<file path="src/rtl/xgen_link_sched.sv">
// Sweeps links 1..NUM_LINKS: accepts a saturated sin/cos pair per link, lets the
// shared xform path settle, strobes capture, then presents the result downstream.
module xgen_link_sched #(
   parameter int WIDTH         = 32,
   parameter int DECIMAL_BITS  = 16,
   parameter int NUM_LINKS     = 7,
   parameter int SETTLE_CYCLES = 2
) (
   input  logic                    clk,
   input  logic                    reset,
   input  logic                    start_in,
   input  logic                    sincos_valid_in,
   output logic                    sincos_ready_out,
   input  logic signed [WIDTH-1:0] sinq_in,
   input  logic signed [WIDTH-1:0] cosq_in,
   output logic signed [WIDTH-1:0] xgen_sinq_out,
   output logic signed [WIDTH-1:0] xgen_cosq_out,
   output logic [2:0]              link_sel_out,
   output logic                    xform_capture_out,
   output logic                    link_valid_out,
   input  logic                    link_ready_in,
   output logic                    busy_out,
   output logic                    done_out,
   output logic                    sat_flag_out
);

   generate
      if (NUM_LINKS < 1 || NUM_LINKS > 7) begin : g_bad_links
         $error("xgen_link_sched: NUM_LINKS must be in 1..7");
      end
      if (SETTLE_CYCLES < 1 || SETTLE_CYCLES > 15) begin : g_bad_settle
         $error("xgen_link_sched: SETTLE_CYCLES must be in 1..15");
      end
      if (DECIMAL_BITS < 0 || DECIMAL_BITS > WIDTH - 2) begin : g_bad_frac
         $error("xgen_link_sched: DECIMAL_BITS must leave room for +1.0 and sign");
      end
   endgenerate

   localparam logic signed [WIDTH-1:0] POS_ONE     = WIDTH'(1) << DECIMAL_BITS;
   localparam logic signed [WIDTH-1:0] NEG_ONE     = -POS_ONE;
   localparam logic [2:0]              LAST_LINK   = 3'(NUM_LINKS);
   localparam logic [3:0]              SETTLE_LOAD = 4'(SETTLE_CYCLES - 1);

   typedef enum logic [2:0] {
      S_IDLE,
      S_LOAD,
      S_SETTLE,
      S_CAPTURE,
      S_PRESENT,
      S_DONE
   } state_t;

   state_t                  state_q, state_d;
   logic [3:0]              cnt_q, cnt_d;
   logic [2:0]              link_q, link_d;
   logic signed [WIDTH-1:0] sin_q, sin_d;
   logic signed [WIDTH-1:0] cos_q, cos_d;
   logic                    sat_q, sat_d;

   // Index 0 carries sin, index 1 carries cos; both clamp to [-1.0, +1.0].
   logic signed [WIDTH-1:0] op_raw [2];
   logic signed [WIDTH-1:0] op_sat [2];
   logic [1:0]              op_clamp;

   assign op_raw[0] = sinq_in;
   assign op_raw[1] = cosq_in;

   for (genvar gi = 0; gi < 2; gi++) begin : g_sat
      assign op_clamp[gi] = (op_raw[gi] > POS_ONE) || (op_raw[gi] < NEG_ONE);
      assign op_sat[gi]   = (op_raw[gi] > POS_ONE) ? POS_ONE :
                            (op_raw[gi] < NEG_ONE) ? NEG_ONE : op_raw[gi];
   end

   always_ff @(posedge clk or posedge reset) begin
      if (reset) begin
         state_q <= S_IDLE;
         cnt_q   <= '0;
         link_q  <= '0;
         sin_q   <= '0;
         cos_q   <= '0;
         sat_q   <= 1'b0;
      end else begin
         state_q <= state_d;
         cnt_q   <= cnt_d;
         link_q  <= link_d;
         sin_q   <= sin_d;
         cos_q   <= cos_d;
         sat_q   <= sat_d;
      end
   end

   always_comb begin
      state_d = state_q;
      cnt_d   = cnt_q;
      link_d  = link_q;
      sin_d   = sin_q;
      cos_d   = cos_q;
      sat_d   = sat_q;
      case (state_q)
         S_IDLE: begin
            if (start_in) begin
               state_d = S_LOAD;
               link_d  = 3'd1;
               sat_d   = 1'b0;
            end
         end
         S_LOAD: begin
            if (sincos_valid_in) begin
               sin_d   = op_sat[0];
               cos_d   = op_sat[1];
               sat_d   = sat_q | (|op_clamp);
               cnt_d   = SETTLE_LOAD;
               state_d = S_SETTLE;
            end
         end
         S_SETTLE: begin
            // The counter holds SETTLE_CYCLES-1 on entry, so this state lasts SETTLE_CYCLES cycles.
            if (cnt_q == 4'd0) begin
               state_d = S_CAPTURE;
            end else begin
               cnt_d = cnt_q - 4'd1;
            end
         end
         S_CAPTURE: begin
            state_d = S_PRESENT;
         end
         S_PRESENT: begin
            if (link_ready_in) begin
               if (link_q == LAST_LINK) begin
                  state_d = S_DONE;
                  link_d  = 3'd0;
               end else begin
                  state_d = S_LOAD;
                  link_d  = link_q + 3'd1;
               end
            end
         end
         S_DONE: begin
            state_d = S_IDLE;
            link_d  = 3'd0;
         end
         default: begin
            state_d = S_IDLE;
            link_d  = 3'd0;
         end
      endcase
   end

   assign sincos_ready_out  = (state_q == S_LOAD);
   assign xform_capture_out = (state_q == S_CAPTURE);
   assign link_valid_out    = (state_q == S_PRESENT);
   assign done_out          = (state_q == S_DONE);
   assign busy_out          = (state_q != S_IDLE) && (state_q != S_DONE);
   assign link_sel_out      = link_q;
   assign xgen_sinq_out     = sin_q;
   assign xgen_cosq_out     = cos_q;
   assign sat_flag_out      = sat_q;

endmodule

</file>
<file path="config.mk">
export PLATFORM = sky130hd
export DESIGN_NAME = xgen_link_sched
export DESIGN_NICKNAME = d
export VERILOG_FILES = /design/src/rtl/xgen_link_sched.sv
export SDC_FILE = /design/constraint.sdc
export NUM_CORES = 1
export LEC_CHECK = 0
export CORE_MARGIN = 5
export CORE_UTILIZATION = 44
export DETAILED_ROUTE_END_ITERATION = 7
export GPL_TIMING_DRIVEN = 1
export PLACE_DENSITY_LB_ADDON = 0.1
export SETUP_SLACK_MARGIN = 0.15
export SLEW_MARGIN = 30
export SYNTH_ARGS = -nofsm -noshare
export SYNTH_HDL_FRONTEND = slang
export SYNTH_SLANG_ARGS = --single-unit
</file>
<file path="constraint.sdc">
create_clock -name clk -period 2.8 [get_ports clk]
set_input_delay 0.42 -clock clk [delete_from_list [all_inputs] [get_ports clk]]
set_output_delay 0.42 -clock clk [all_outputs]
set_load 0.05 [all_outputs]
</file>
==> results of run 1 <==
## registers in the layout, summed over array words and instances (netlist names)
name / flops
xgen_cosq_out: 32
xgen_sinq_out: 32
cnt_q: 4
link_sel_out: 3
state_q: 3
sat_flag_out: 1
## worst max-delay path: stages
cell             delay (ns)
clkdlybuf4s50_1        0.50
nand4_1                0.11
or4_4                  0.57
ha_4                   0.24
buf_4                  0.13
nor2b_1                0.13
a41oi_2                0.06
or2_4                  0.29
nor2_4                 0.10
buf_12                 0.15
a22o_1                 0.13
## through the flow
| stage | instance area (µm²) | hold slack [ns] | setup TNS, ns | total power [mW] | setup WS [ns] |
|---|---|---|---|---|---|
| 3_5_place_dp | 5270 | 0.460 | -3.67 | 5.20 | -0.232 |
| 5_1_grt | 5510 | 0.456 | 0 | 6.33 | 0.152 |
| 6_report | 5510 | 0.387 | 0 | 6.00 | 0.252 |
| 4_1_cts | 5470 | 0.386 | 0 | 6.05 | 0.183 |
| 2_1_floorplan | 3560 | 0.469 | 0 | 3.98 | 0.359 |
| 3_3_place_gp | 5270 | 0.451 | -3.25 | 5.13 | -0.195 |
## power groups by stage
stage	clock network, mW	registers [mW]	logic (mW)
floorplan	0	3.02	0.960
global placement	0	1.78	3.35
detailed placement	0	1.79	3.40
CTS	0.861	1.78	3.41
global route	0.908	1.84	3.58
finish	0.842	1.78	3.38
## worst min path at each step
| stage | to | depth (start not counted) |
|---|---|---|
| CTS | xgen_cosq_out[13] | 2 |
| global route | xgen_cosq_out[13] | 2 |
| finish | xgen_cosq_out[13] | 2 |
| global placement | xgen_cosq_out[16] | 2 |
| detailed placement | xgen_cosq_out[16] | 2 |
| floorplan | cnt_q[0] | 1 |
## metal layers
metal  global-route usage, %  part of all wire (%)  vias up
met5                       0                     0        -
met4                    6.11                   1.7        0
met3                    5.42                   6.9       12
met2                    33.4                    48       98
met1                    28.0                    44     1628
li1                        -                     -     1614
## what timing repair did
action	CTS	global route
pin swaps	0	0
setup endpoints to repair	5	18
resized for setup	1	5
buffers inserted	0	0
gates cloned	0	0
## cells in the mapped netlist (all sizes together) (3+ instances only)
cell	instances
a21oi	5
a22o	16
a41oi	3
buf	9
clkbuf	10
dfrtp	75
ha	6
inv	6
mux2i	4
nand2	73
nand2b	3
nand4	10
nor2	46
nor2b	5
nor3	3
nor4	12
o21ai	35
o31ai	17
or3	3
or4	3
## area by class of cell
cell class | instances | area (µm²) | area share, %
Sequential cell | 75 | 1880 | 34.1
Clock buffer | 10 | 138 | 2.50
Multi-Input combinational cell | 262 | 1590 | 28.8
Timing Repair Buffer | 173 | 1690 | 30.7
Tap cell | 102 | 128 | 2.32
Clock inverter | 6 | 62.6 | 1.14
Inverter | 6 | 22.5 | 0.409
## logic make-up after synthesis
kind of cell | count (synthesis) | synth area share, %
simple gates | 166 | 22.0
compound gates | 84 | 17.9
flops | 75 | 52.7
buf+inv | 25 | 3.79
fa+ha+maj | 6 | 2.11
mux | 4 | 1.12
xor+xnor | 2 | 0.491
==> flow_summary.ini, run 1 <==
[timing]
period_share_pct = 91.0
slew_headroom_pct = 63.1
finalHoldViolations = 0
max_freq_mhz = 392
worstMarginPinSlew_ns = 0.551
slew_violations = 0
rsz0062_at_grt = no
fin_worst_skew_ns = 0.0119
setup_violations = 0
layout_min_cycle_time_ns = 2.55

[setup_path]
reg2reg_slack_ns = 0.82
required_ns = 3.09
cp-endpoint = xgen_cosq_out[2]
ff2ff_path_depth = 4
cp-startpoint = cosq_in[22]
worstReg2RegEnd = xgen_sinq_out[19]
r2r_start = state_q[2]
crit_type = input port to register
crit_fanout = 16
critPathLaunchType = input port
cp-end-kind = register
cp.arrival_ns = 2.84

[power_and_ir_drop]
p_switching_mw = 2.89
peakVddDrop_mv = 0.651
power_frac_clock_pct = 14.0
p_comb_share_pct = 56.4
swShare_pct = 48.2
power.leakage_nw = 2.39
power.internal_mw = 3.11
p_per_area_nw_per_um2 = 1090
seq_power_share_pct = 29.6

[yosys]
synthDistinctLibCells = 43
yosysWarnings = 0
syn_nets = 437
synthFlopType = dfrtp_1
async_reset_ff_share_pct = 100
synth_top_area_share_pct = 52.7
syn-instance-count = 362
syn-cell-area_um2 = 3560
avgSynthCellArea_um2 = 9.85
synth-seq-cells = 75
ys_seq_area_share_pct = 52.7
yosys-top-cells-area = dfrtp_1 (53%), nand2_1 (7.7%), o21ai_2 (4.9%)
yosysTopAreaCell = dfrtp_1
synth_edf_count = 0

[global_route]
grt_pass1_wl_um = 16800
grt_pass1_vias = 3465
grt_max_degree = 33
track_usage_pct = 20.8
grt_remaining_overflow = 0
antenna_found_initial = 0

[layout]
layout-drive-gt1-share_pct = 15.8
final_cell_mix = clkdlybuf4s50_1 (140), dfrtp_1 (75), nand2_1 (72)
layout_commonest_cell = clkdlybuf4s50_1
fin_util_pct = 70.5
final_cells = 634
fin_nets = 602
area_growth_pct = 54.4
antenna_cells = 0
fillCellCount = 623

[clock_tree]
clock_path_buffers = 2
clk_latency_ns = 0.35
root_buffer = clkbuf_8
cts_buffers = 9
h-tree-depth = 3
ctsHoldBuffers = 0
clk_pin_slew_ns = 0.08
cts_sinks = 75
tritoncts = yes

[min_path]
hp-class = input port to asynchronous set/reset pin

[run]
maxCapViolations = 0

[die]
ios = 142
coreArea_um2 = 7810
die_area_um2 = 10000
rows = 32
die_w_um = 100
start_util_pct = 45.7
dieHeight_um = 100

[route]
drt_iter0_drc = 131
wl_per_cell_um = 16.1
drc = 0
vias = 3352
wl_um = 10200
drtPass1Iterations = 4
via_per_inst = 5.29
ant_nets = 0

[place]
gp_congestion = 0.843
place_inst = 618
dp_hpwl_um = 7800
numPortBuffers = 141

[run_status]
status = finished clean
No activity file was read; power rests on OpenSTA's default activity.
==> inputs of run 2 (changes only) <==
--- a/config.mk
+++ b/config.mk
@@ -7,6 +7,7 @@
 export LEC_CHECK = 0
 export CORE_MARGIN = 5
 export CORE_UTILIZATION = 44
+export CTS_CLUSTER_DIAMETER = 80
 export DETAILED_ROUTE_END_ITERATION = 7
 export GPL_TIMING_DRIVEN = 1
 export PLACE_DENSITY_LB_ADDON = 0.1
==> results of run 2 <==
No change in the layout: final DEF, timing and power equal those of run 1.
